File: config.mk
export PLATFORM = sky130hd
export DESIGN_NAME = serial_adder
export DESIGN_NICKNAME = d
export VERILOG_FILES = /design/src/rtl/serial_adder.sv
export SDC_FILE = /design/constraint.sdc
export NUM_CORES = 1
export LEC_CHECK = 0
export BUFFER_PORTS_ARGS = -buffer_cell sky130_fd_sc_hd__buf_2
export CAP_MARGIN = 0
export CORE_MARGIN = 2
export CORE_UTILIZATION = 55
export CTS_CLUSTER_SIZE = 12
export DETAILED_ROUTE_END_ITERATION = 10
export GPL_TIMING_DRIVEN = 1
export PLACE_DENSITY = 0.78
export SLEW_MARGIN = 20
export SYNTH_ARGS = -nofsm -noshare
export SYNTH_HDL_FRONTEND = slang
export SYNTH_SLANG_ARGS = --single-unit
File: constraint.sdc
create_clock -name clk -period 1.75 [get_ports clk]
set_input_delay 0.2625 -clock clk [delete_from_list [all_inputs] [get_ports clk]]
set_output_delay 0.2625 -clock clk [all_outputs]
set_load 0.01 [all_outputs]
File: src/rtl/serial_adder.sv
// Bit-serial adder/subtractor: one full-adder cell and a carry flop, LSB first.
// Results are registered and held until the next operation completes.
//
// state | meaning
// IDLE  | waiting for start, previous result held
// RUN   | one operand bit per clock through the full-adder cell
// DONE  | one-cycle done pulse, result just updated
module serial_adder #(
    parameter int WIDTH = 8
) (
    input  logic             clk,
    input  logic             rst_n,
    input  logic             start,
    input  logic             sub,
    input  logic [WIDTH-1:0] A,
    input  logic [WIDTH-1:0] B,
    output logic             busy,
    output logic             done,
    output logic [WIDTH-1:0] Sum,
    output logic             Carry,
    output logic             Overflow
);
    localparam int CW = $clog2(WIDTH + 1);

    typedef enum logic [1:0] {IDLE, RUN, DONE} state_t;

    state_t           state;
    logic [WIDTH-1:0] op_a;
    logic [WIDTH-1:0] op_b;
    logic [WIDTH-1:0] shreg;
    logic [WIDTH-1:0] s_msb;
    logic [WIDTH-1:0] shreg_next;
    logic [CW-1:0]    cnt;
    logic             c;
    logic             s;
    logic             c_next;
    logic             last;

    assign s          = op_a[0] ^ op_b[0] ^ c;
    assign c_next     = (op_a[0] & op_b[0]) | (op_a[0] & c) | (op_b[0] & c);
    assign s_msb      = WIDTH'(s) << (WIDTH - 1);
    assign shreg_next = (shreg >> 1) | s_msb;
    assign last       = (cnt == CW'(WIDTH - 1));

    always_ff @(posedge clk or negedge rst_n) begin
        if (!rst_n) begin
            state    <= IDLE;
            busy     <= 1'b0;
            done     <= 1'b0;
            Sum      <= '0;
            Carry    <= 1'b0;
            Overflow <= 1'b0;
            op_a     <= '0;
            op_b     <= '0;
            shreg    <= '0;
            cnt      <= '0;
            c        <= 1'b0;
        end else begin
            case (state)
                IDLE: begin
                    if (start) begin
                        state <= RUN;
                        busy  <= 1'b1;
                        op_a  <= A;
                        op_b  <= sub ? ~B : B;
                        c     <= sub;
                        cnt   <= '0;
                        shreg <= '0;
                    end
                end
                RUN: begin
                    c     <= c_next;
                    op_a  <= op_a >> 1;
                    op_b  <= op_b >> 1;
                    shreg <= shreg_next;
                    cnt   <= cnt + CW'(1);
                    if (last) begin
                        // On the MSB bit the pre-update c is the carry into the MSB.
                        state    <= DONE;
                        busy     <= 1'b0;
                        done     <= 1'b1;
                        Sum      <= shreg_next;
                        Carry    <= c_next;
                        Overflow <= c ^ c_next;
                    end
                end
                DONE: begin
                    done  <= 1'b0;
                    state <= IDLE;
                end
                default: state <= IDLE;
            endcase
        end
    end
endmodule

Word level (Yosys, flattened, before mapping)
Index checks and enable logic that the tools add are counted.

cells by class
  $add $sub $neg = 1
  equality and inequality tests = 5
  muxes and demuxes = 19
  bitwise gates (word level) = 10
  reductions and logical operators = 8

operators with widths
  kind                   count
  $pmux W8 S2            3
  $mux W8                4
  $not A8 Y8             1
  $or A7 B8 Y8           1
  $pmux W4 S2            1
  $reduce_and A2 Y1      4
  $pmux W1 S2            3
  $add A4 B1 Y4 const B  1
  $eq A4 B3 Y1 const B   1
  $mux W1                4
  $mux W2                2
  $mux W4                1
  $ne A2 B2 Y1 const B   2
  $pmux W2 S2            1
  $reduce_bool A2 Y1     2
  $and A1 B1 Y1          3
  $reduce_and A3 Y1      1
  $xor A1 B1 Y1          3
  $eq A2 B1 Y1 const B   1
  $eq A2 B2 Y1 const B   1
  $logic_not A2 Y1       1
  $or A1 B1 Y1           2

storage, ports and cells
  bits in registers = 43
  input port bits = 20
  output and inout bits = 12
  logic and storage cells = 54

Longest topological paths before layout
Gate-level depths: netlist (run 1).

  depth after elaboration = 4
  mapped depth = 5

Worst setup path before layout (run 1)
Ideal clock, no wire load.

  kind = flip-flop to flip-flop
  start point = reg cnt[0]
  end point = reg Carry
  setup time = 125 ps
  data arrival time = 1405 ps
  data required time = 1625 ps
  setup slack = 220 ps
  stages on the path, launching flop included = 6
  buffers on the path = 1
  period minus slack after synthesis = 1530 ps
  cells stage by stage = dfrtp_1 > ha_1 > nand2_1 > nor3b_4 > buf_6 > mux2_2

on the way
  word-level cells in the longest chain between the ends = 2

ends and longest elaborated chain
  what                         RTL line  RTL
  start: declaration           33        logic [CW-1:0] cnt;
  start signal: assignment     76        cnt <= cnt + CW'(1);
  $eq A4 B3 Y1                 43        assign last = (cnt == CW'(WIDTH - 1));
  $reduce_and A2 Y1 (no line)  n/a
  end signal: assignment       83        Carry <= c_next;
  end: declaration             20        output logic Carry,

Every way passes these cells.
A chain may end at the register's enable or synchronous reset.

Final worst setup path (run 1)
Same ends and word-level chain as after synthesis.

==> results of run 1 <==
==> worst max path at each step <==
stage,start,to,slack [ns],depth (start not counted)
CTS,cnt[0],Carry,0.12,5
global route,state[0],cnt[3],0.06,3
global placement,cnt[0],Overflow,0.21,5
floorplan,cnt[0],Carry,0.22,5
finish,cnt[0],Carry,0.13,5
detailed placement,cnt[0],Carry,0.14,5
==> synthesized netlist by cell type <==
library cell	n	area share
buf_2	2	0.0051
buf_4	1	0.0039
buf_6	1	0.0058
fa_1	1	0.010
a21o_1	1	0.0039
a21oi_1	13	0.033
nand2_1	4	0.0077
nand4_1	1	0.0032
inv_1	8	0.015
o32ai_1	6	0.027
or3b_2	1	0.0045
o21bai_1	1	0.0039
nand2b_1	2	0.0064
mux2_2	11	0.064
nand3_1	1	0.0026
xor2_1	2	0.0090
a22o_1	9	0.041
buf_1	1	0.0019
clkbuf_1	9	0.017
o21ai_0	10	0.026
nor3b_4	1	0.0096
a221o_1	6	0.031
mux2i_1	1	0.0051
ha_1	1	0.0064
a211oi_1	1	0.0039
o211ai_1	1	0.0039
xnor2_1	7	0.032
a22oi_1	9	0.035
dfrtp_1	42	0.54
nor2b_1	12	0.039
nor2_1	2	0.0039
==> worst reg2reg max path: stages (launching register included) <==
cell and delay [ns]:
dfrtp_1 0.42, ha_1 0.21, nand2_1 0.12, nor3b_4 0.21
buf_4 0.21, mux2_2 0.36
==> where the power goes <==
part	leakage, uW	internal (uW)	switching [uW]
combinational	0.000467	606	548
sequential	0.000543	1320	286
clock	0.0000450	296	300
total	0.00105	2220	1130
==> final cells by class <==
type	instances	area share
clock buffer	5	0.0166
multi-input combinational	104	0.353
timing repair buffer	43	0.110
sequential	42	0.465
inverter	8	0.0133
clock inverter	3	0.0177
tap	46	0.0254
==> per-stage QoR <==
| step | setup slack, ns | util | instances |
|---|---|---|---|
| 3_5_place_dp | 0.137 | 0.647 | 242 |
| 6_report | 0.128 | 0.673 | 251 |
| 3_3_place_gp | 0.206 | 0.647 | 242 |
| 5_1_grt | 0.0556 | 0.673 | 251 |
| 4_1_cts | 0.120 | 0.673 | 251 |
| 2_1_floorplan | 0.220 | - | 168 |
==> cells in the final DEF, fill, tap and decap left out <==
| cell | instances |
|---|---|
| xor2_1 | 2 |
| fa_1 | 1 |
| buf_2 | 31 |
| clkinv_2 | 2 |
| dfrtp_1 | 42 |
| mux2_2 | 11 |
| nor2_1 | 2 |
| a22oi_1 | 9 |
| mux2i_1 | 1 |
| nand2_1 | 4 |
| nand4_1 | 1 |
| a21o_1 | 1 |
| nor3b_4 | 1 |
| nand2b_1 | 2 |
| a21oi_1 | 13 |
| dlygate4sd3_1 | 1 |
| a221o_1 | 6 |
| inv_1 | 8 |
| bufinv_16 | 1 |
| clkbuf_4 | 5 |
| nor2b_1 | 12 |
| buf_4 | 11 |
| o211ai_1 | 1 |
| a211oi_1 | 1 |
| xnor2_1 | 7 |
| ha_1 | 1 |
| nand3_1 | 1 |
| o21ai_0 | 10 |
| or3b_2 | 1 |
| o21bai_1 | 1 |
| o32ai_1 | 6 |
| a22o_1 | 9 |
==> sequential cells by signal (all words and copies together) (netlist names) <==
name      cells
Overflow      1
c             1
op_a          8
cnt           4
Carry         1
Sum           8
state         2
shreg         7
op_b          8
done          1
busy          1
==> cells by family (layout without fill, tap and decap cells) <==
family | after synthesis | count (layout) | synth area share
compound gates | 57 | 57 | 0.208
xor+xnor | 9 | 9 | 0.0405
fa+ha+maj | 2 | 2 | 0.0167
buf+inv | 22 | 59 | 0.0495
flops | 42 | 42 | 0.540
mux | 12 | 12 | 0.0688
simple gates | 24 | 24 | 0.0765
==> routing by layer <==
layer | share of wire | GRT usage | wire length (um)
met1 | 0.43 | 0.272 | 1610
met2 | 0.52 | 0.351 | 1940
met3 | 0.044 | 0.0429 | 166
met4 | 0.0099 | 0.0815 | 37
met5 | 0 | 0 | 0
==> repair_timing <==
item                                    CTS  global route
endpoints found under the setup margin    0             0
hold buffers                              1             0
hold endpoints to repair                 42             0
==> results by group, run 1 <==
Synth
  – Synth Cell Area: 1950 um^2
  – Ys Warns: 0
  – Synthesized net count: 190
  – Mapped Avg Cell Area: 11.6 um^2
  – Synthesized instance count: roughly 170
  – Seq/Total Area, Yosys: 0.540
  – Yosys reg bits: 42
  – Synth cell types: 31

Setup path
  – Setup Crit Path Kind: register to register
  – Slowest CP cell: dfrtp_1
  – Family with the most delay on the worst path: flip-flops
  – Crit Reg-Reg Startpoint: cnt[0]
  – Critical path cell sequence: ha_1 > nand2_1 > nor3b_4 > buf_4 > mux2_2
  – WP data required: just under 2 ns
  – Crit path largest cell delay: roughly 0.42 ns
  – Crit end category: register
  – Buf/Inv on CP: 1
  – Crit-path max FO: 10
  – R2r endpoint: Carry
  – FF-to-FF setup slack: 0.13 ns
  – Crit path DAT: between 1.5 and 2 ns
  – R2R cell count: 5
  – Crit start category: register

Clocking
  – Worst-path clk slew: roughly 0.11 ns
  – Root Buffer: clkbuf_4
  – CTS Buffer Depth: 2
  – Setup bufs post-CTS: 0
  – Later-pin clock latency in the skew report: 0.35 ns
  – H-Tree Depth: 2
  – Post-CTS Resized: 0
  – CTS Buf Count: 5
  – TritonCTS clock tree: done
  – Clock Sinks: between 40 and 50

Worst hold path
  – Hold Path Cell Cnt: 3
  – Hold Path End: op_a[4]
  – Worst hold path startpoint: A[4]
  – HP Class: input port to register

Routing
  – Via density: between 5 and 6
  – Via count: ~1400
  – DR WL/cell: 15.0 um
  – Routed wire length: 3.76 mm
  – Iter 0 DRT Violations: 107
  – Drt first pass iters: 5
  – DRT antenna net count: 0
  – DR DRC count: 0

Placed design
  – DP Wirelength: 2.69 mm
  – PortBufs: 31
  – RD Place Congestion: 0.737
  – DP Area: 2170 um^2

Cells and area
  – # diodes: 0
  – NumNets Final: about 230
  – Share of layout cells above drive strength 1: 0.307
  – FILL cells: 295
  – Multi-input gate area: around 800 um^2
  – Post-route cell area: ~2300 um^2
  – Total area of sequential cells: ~1100 um^2
  – Layout area overhead: 16.3%

Power and ir drop
  – Pwr Total: 3360 uW
  – P per Cell Area: between 1000 and 1500 nW/um^2
  – Peak VDD IR: 0.623 mV
  – Leakage power: 0.00105 uW

Die
  – Die Wd: 63.5 um
  – Core area: ~3400 um^2
  – Die area: 4030 um^2
  – # IOs: 32
  – Die height: 63.5 um
  – Starting Density: 0.578
  – Cell Rows: 21

Timing
  – Min Hold Slack: 0.195 ns
  – Worst Skew: 0.00596 ns
  – Max Slew Vio Count: 0
  – Min Tclk post-route: between 1.5 and 2 ns
  – Setup violators final: 0
  – RSZ-0062 raised after global routing: no
  – Final Hold Fails: 0
  – Max_slew headroom: 0.446
  – Period Utilization, post-route: 0.927
  – Fmax: 0.617 GHz
  – Setup tns final: 0 ns
  – Slew @ Worst Pin: between 0.8 and 0.9 ns

Global routing
  – Initial antenna violation count: 0
  – GRT Residual Overflow: 0
  – GRT Resource Usage Total: 0.211
  – First-pass GRT wire length: 6.64 mm
  – Largest net degree at the start of global routing: 43
  – Vias in the first global route: 1451

Run status
  – Status: completed

Run
  – MaxCap Viol Count: 0
Note: power is estimated with default switching activity, not from simulation.
==> run 2: changes to the inputs <==
--- a/config.mk
+++ b/config.mk
@@ -14,4 +14,5 @@
 export GPL_TIMING_DRIVEN = 1
 export PLACE_DENSITY = 0.78
+export SETUP_SLACK_MARGIN = 0.02
 export SLEW_MARGIN = 20
 export SYNTH_ARGS = -nofsm -noshare
==> constraint.sdc (replaced) <==
create_clock -name clk -period 1.75 [get_ports clk]
set_input_delay 0.0875 -clock clk [delete_from_list [all_inputs] [get_ports clk]]
set_output_delay 0.0875 -clock clk [all_outputs]
set_load 0.01 [all_outputs]
==> run 2 against run 1 <==
Net effect:
- global-route usage rose by 0.67 points
- fmax fell by 1.7%
- via count fell by 2.4%
- die area did not move
- critical endpoint is now Sum[0]
- clock skew rose by 0.0028 ns
==> results by group, run 2 (same netlist as run 1, synthesis figures left out) <==
Cells and area
  – Post-route cell area: 2260 um^2 (+0.11%)
  – # diodes: 0 (unchanged)
  – Commonest non-fill, non-tap cell in the layout: dfrtp_1
  – Most frequent cells in the layout: 42 x dfrtp_1, 31 x buf_2, 13 x a21oi_1
  – NumNets Final: 223 (-1.3%)
  – Layout area overhead: 16.4%
  – Core Util, Final: 0.673 (+0.000744)
  – Share of layout cells above drive strength 1: 0.282 (-0.0251)
  – Top flop regs: Sum x8, op_a x8, op_b x8

Timing
  – Setup tns final: 0 ns (unchanged)
  – Min Hold Slack: 0.00168 ns (-0.194 ns)
  – Period Utilization, post-route: 0.943 (+0.0165)
  – Worst Skew: 0.00880 ns (+0.00284 ns)
  – PnR worst setup slack: 0.0996 ns (-0.0289 ns)
  – Min Tclk post-route: 1.65 ns (+0.0289 ns)
  – Final Hold Fails: 0 (unchanged)
  – Slew @ Worst Pin: 0.873 ns (+0.0440 ns)
  – Max_slew headroom: 0.417 (-0.0294)
  – Fmax: 0.606 GHz (-1.7%)
  – RSZ-0062 raised after global routing: no
  – Max Slew Vio Count: 0 (unchanged)
  – Setup violators final: 0 (unchanged)

Clocking
  – TritonCTS clock tree: done
  – Clock Sinks: 42 (unchanged)
  – Later-pin clock latency in the skew report: 0.36 ns (about the same)
  – Worst-path clk slew: 0.12 ns (about the same)
  – H-Tree Depth: 2 (unchanged)
  – CTS Buf Count: 5 (unchanged)
  – CTS Buffer Depth: 2 (unchanged)
  – Setup bufs post-CTS: 0 (unchanged)
  – Root Buffer: clkbuf_4

Routing
  – DR WL/cell: 15.5 um (+3.7%)
  – Via count: 1410 (-2.4%)
  – DR DRC count: 0 (unchanged)
  – Via density: 5.69 (-1.2%)
  – DRT antenna net count: 0 (unchanged)
  – Routed wire length: 3.85 mm (+2.5%)
  – Drt first pass iters: 4 (-1)
  – Iter 0 DRT Violations: 49 (-54%)

Placed design
  – DP Wirelength: 2.61 mm (-2.9%)
  – PortBufs: 31 (unchanged)
  – Setup WS pre-CTS: 0.116 ns (-0.0210 ns)
  – DP Area: 2170 um^2 (-0.23%)
  – RD Place Congestion: 0.740 (+0.35%)

Die
  – Cell Rows: 21 (unchanged)
  – Core area: 3360 um^2 (unchanged)
  – Starting Density: 0.578 (unchanged)
  – Die Wd: 63.5 um (unchanged)
  – Die area: 4030 um^2 (unchanged)
  – Die height: 63.5 um (unchanged)
  – # IOs: 32 (unchanged)

Setup path
  – R2R cell count: 4 (-1)
  – Crit-path max FO: 12 (+2)
  – Setup Crit Path Kind: register to register
  – Crit end category: register
  – FF-to-FF setup slack: 0.1 ns (-0.03 ns)
  – Crit path DAT: 1.91 ns (+0.04 ns)
  – Crit start category: register
  – WP data required: 2.01 ns (+0.02 ns)
  – R2r endpoint: Sum[0]
  – Crit Reg-Reg Startpoint: state[0]

Global routing
  – Initial antenna violation count: 0 (unchanged)
  – GRT Residual Overflow: 0 (unchanged)
  – Largest net degree at the start of global routing: 43 (unchanged)
  – Vias in the first global route: 1455 (+0.28%)
  – GRT Resource Usage Total: 0.218 (+0.00672)
  – First-pass GRT wire length: 6.75 mm (+1.6%)

Power and ir drop
  – P per Cell Area: 1500 nW/um^2 (+0.99%)
  – Gate power share: 0.345 (about the same)
  – Net Sw Power: 1160 uW (+2.0%)
  – Sw Ratio: 0.340 (+0.00286)
  – Peak VDD IR: 0.870 mV (+40%)
  – Clk pwr share: 0.182 (+0.005)
  – Leakage power: 0.00104 uW (-1.6%)
  – Internal power: 2240 uW (+0.67%)
  – Flop pwr share: 0.473 (-0.006)

Worst hold path
  – Hold Path Cell Cnt: 3 (unchanged)
  – Worst hold path startpoint: A[1]
  – HP Class: input port to register
  – Hold Path End: op_a[1]

Run
  – MaxCap Viol Count: 0 (unchanged)

Run status
  – Status: completed
[run 2: changes by cell type in the layout (fill, tap and decap cells not counted), sizes merged]
cell         previous run  this run
clkinv                  2         0
buf                    42        38
dlygate4sd3             1         2
clkbuf                  5         7
[run 2: timing repair]
action / 4_1_cts / 5_1_grt
setup endpoints to repair: 0 / 0
resized for setup: 0 / 0
endpoints found under the hold margin: 43 / 0
hold buffers: 2 / 0
[run 2: worst max-delay path, cell delays in order, from the launching register on]
cell and delay, ns:
dfrtp_1 0.54, nor2b_1 0.22, nor3b_4 0.27, buf_12 0.17, mux2_2 0.34
[run 2: per-layer routing]
metal | track usage | share of wire | wire [um]
met1 | 0.270 | 0.44 | 1690
met2 | 0.359 | 0.50 | 1940
met3 | 0.0661 | 0.042 | 163
met4 | 0.0815 | 0.015 | 59
met5 | 0 | 0 | 0
[run 2: area by class of cell]
class	count	area, um^2
Clock buffer	7	45.0
Clock inverter	1	30.0
Fill cell	276	1100
Inverter	8	30.0
Multi-Input combinational cell	104	798
Sequential cell	42	1050
Tap cell	46	57.6
Timing Repair Buffer	40	253
[run 2: power by group through the flow]
stage | registers (uW) | logic (uW) | clock network (uW)
after CTS | 1610 | 1180 | 622
after global placement | 1600 | 1130 | 0
after detailed placement | 1620 | 1180 | 0
after floorplan | 1610 | 794 | 0
after global routing | 1660 | 1300 | 671
final | 1610 | 1170 | 618
[run 2: per-stage QoR]
stage               std cells  total power [uW]
floorplan                 168              2400
global placement          238              2720
detailed placement        238              2810
CTS                       248              3410
global route              248              3640
finish                    248              3400
[run 2: worst max path at each step]
stage,depth (start not counted),to,from,slack [ns]
after detailed placement,4,Sum[0],state[0],0.12
final,4,Sum[0],state[0],0.1
after global routing,4,Overflow,state[0],0.02
after global placement,5,Overflow,cnt[0],0.22
after floorplan,5,Carry,cnt[0],0.22
after CTS,4,Sum[0],state[0],0.10
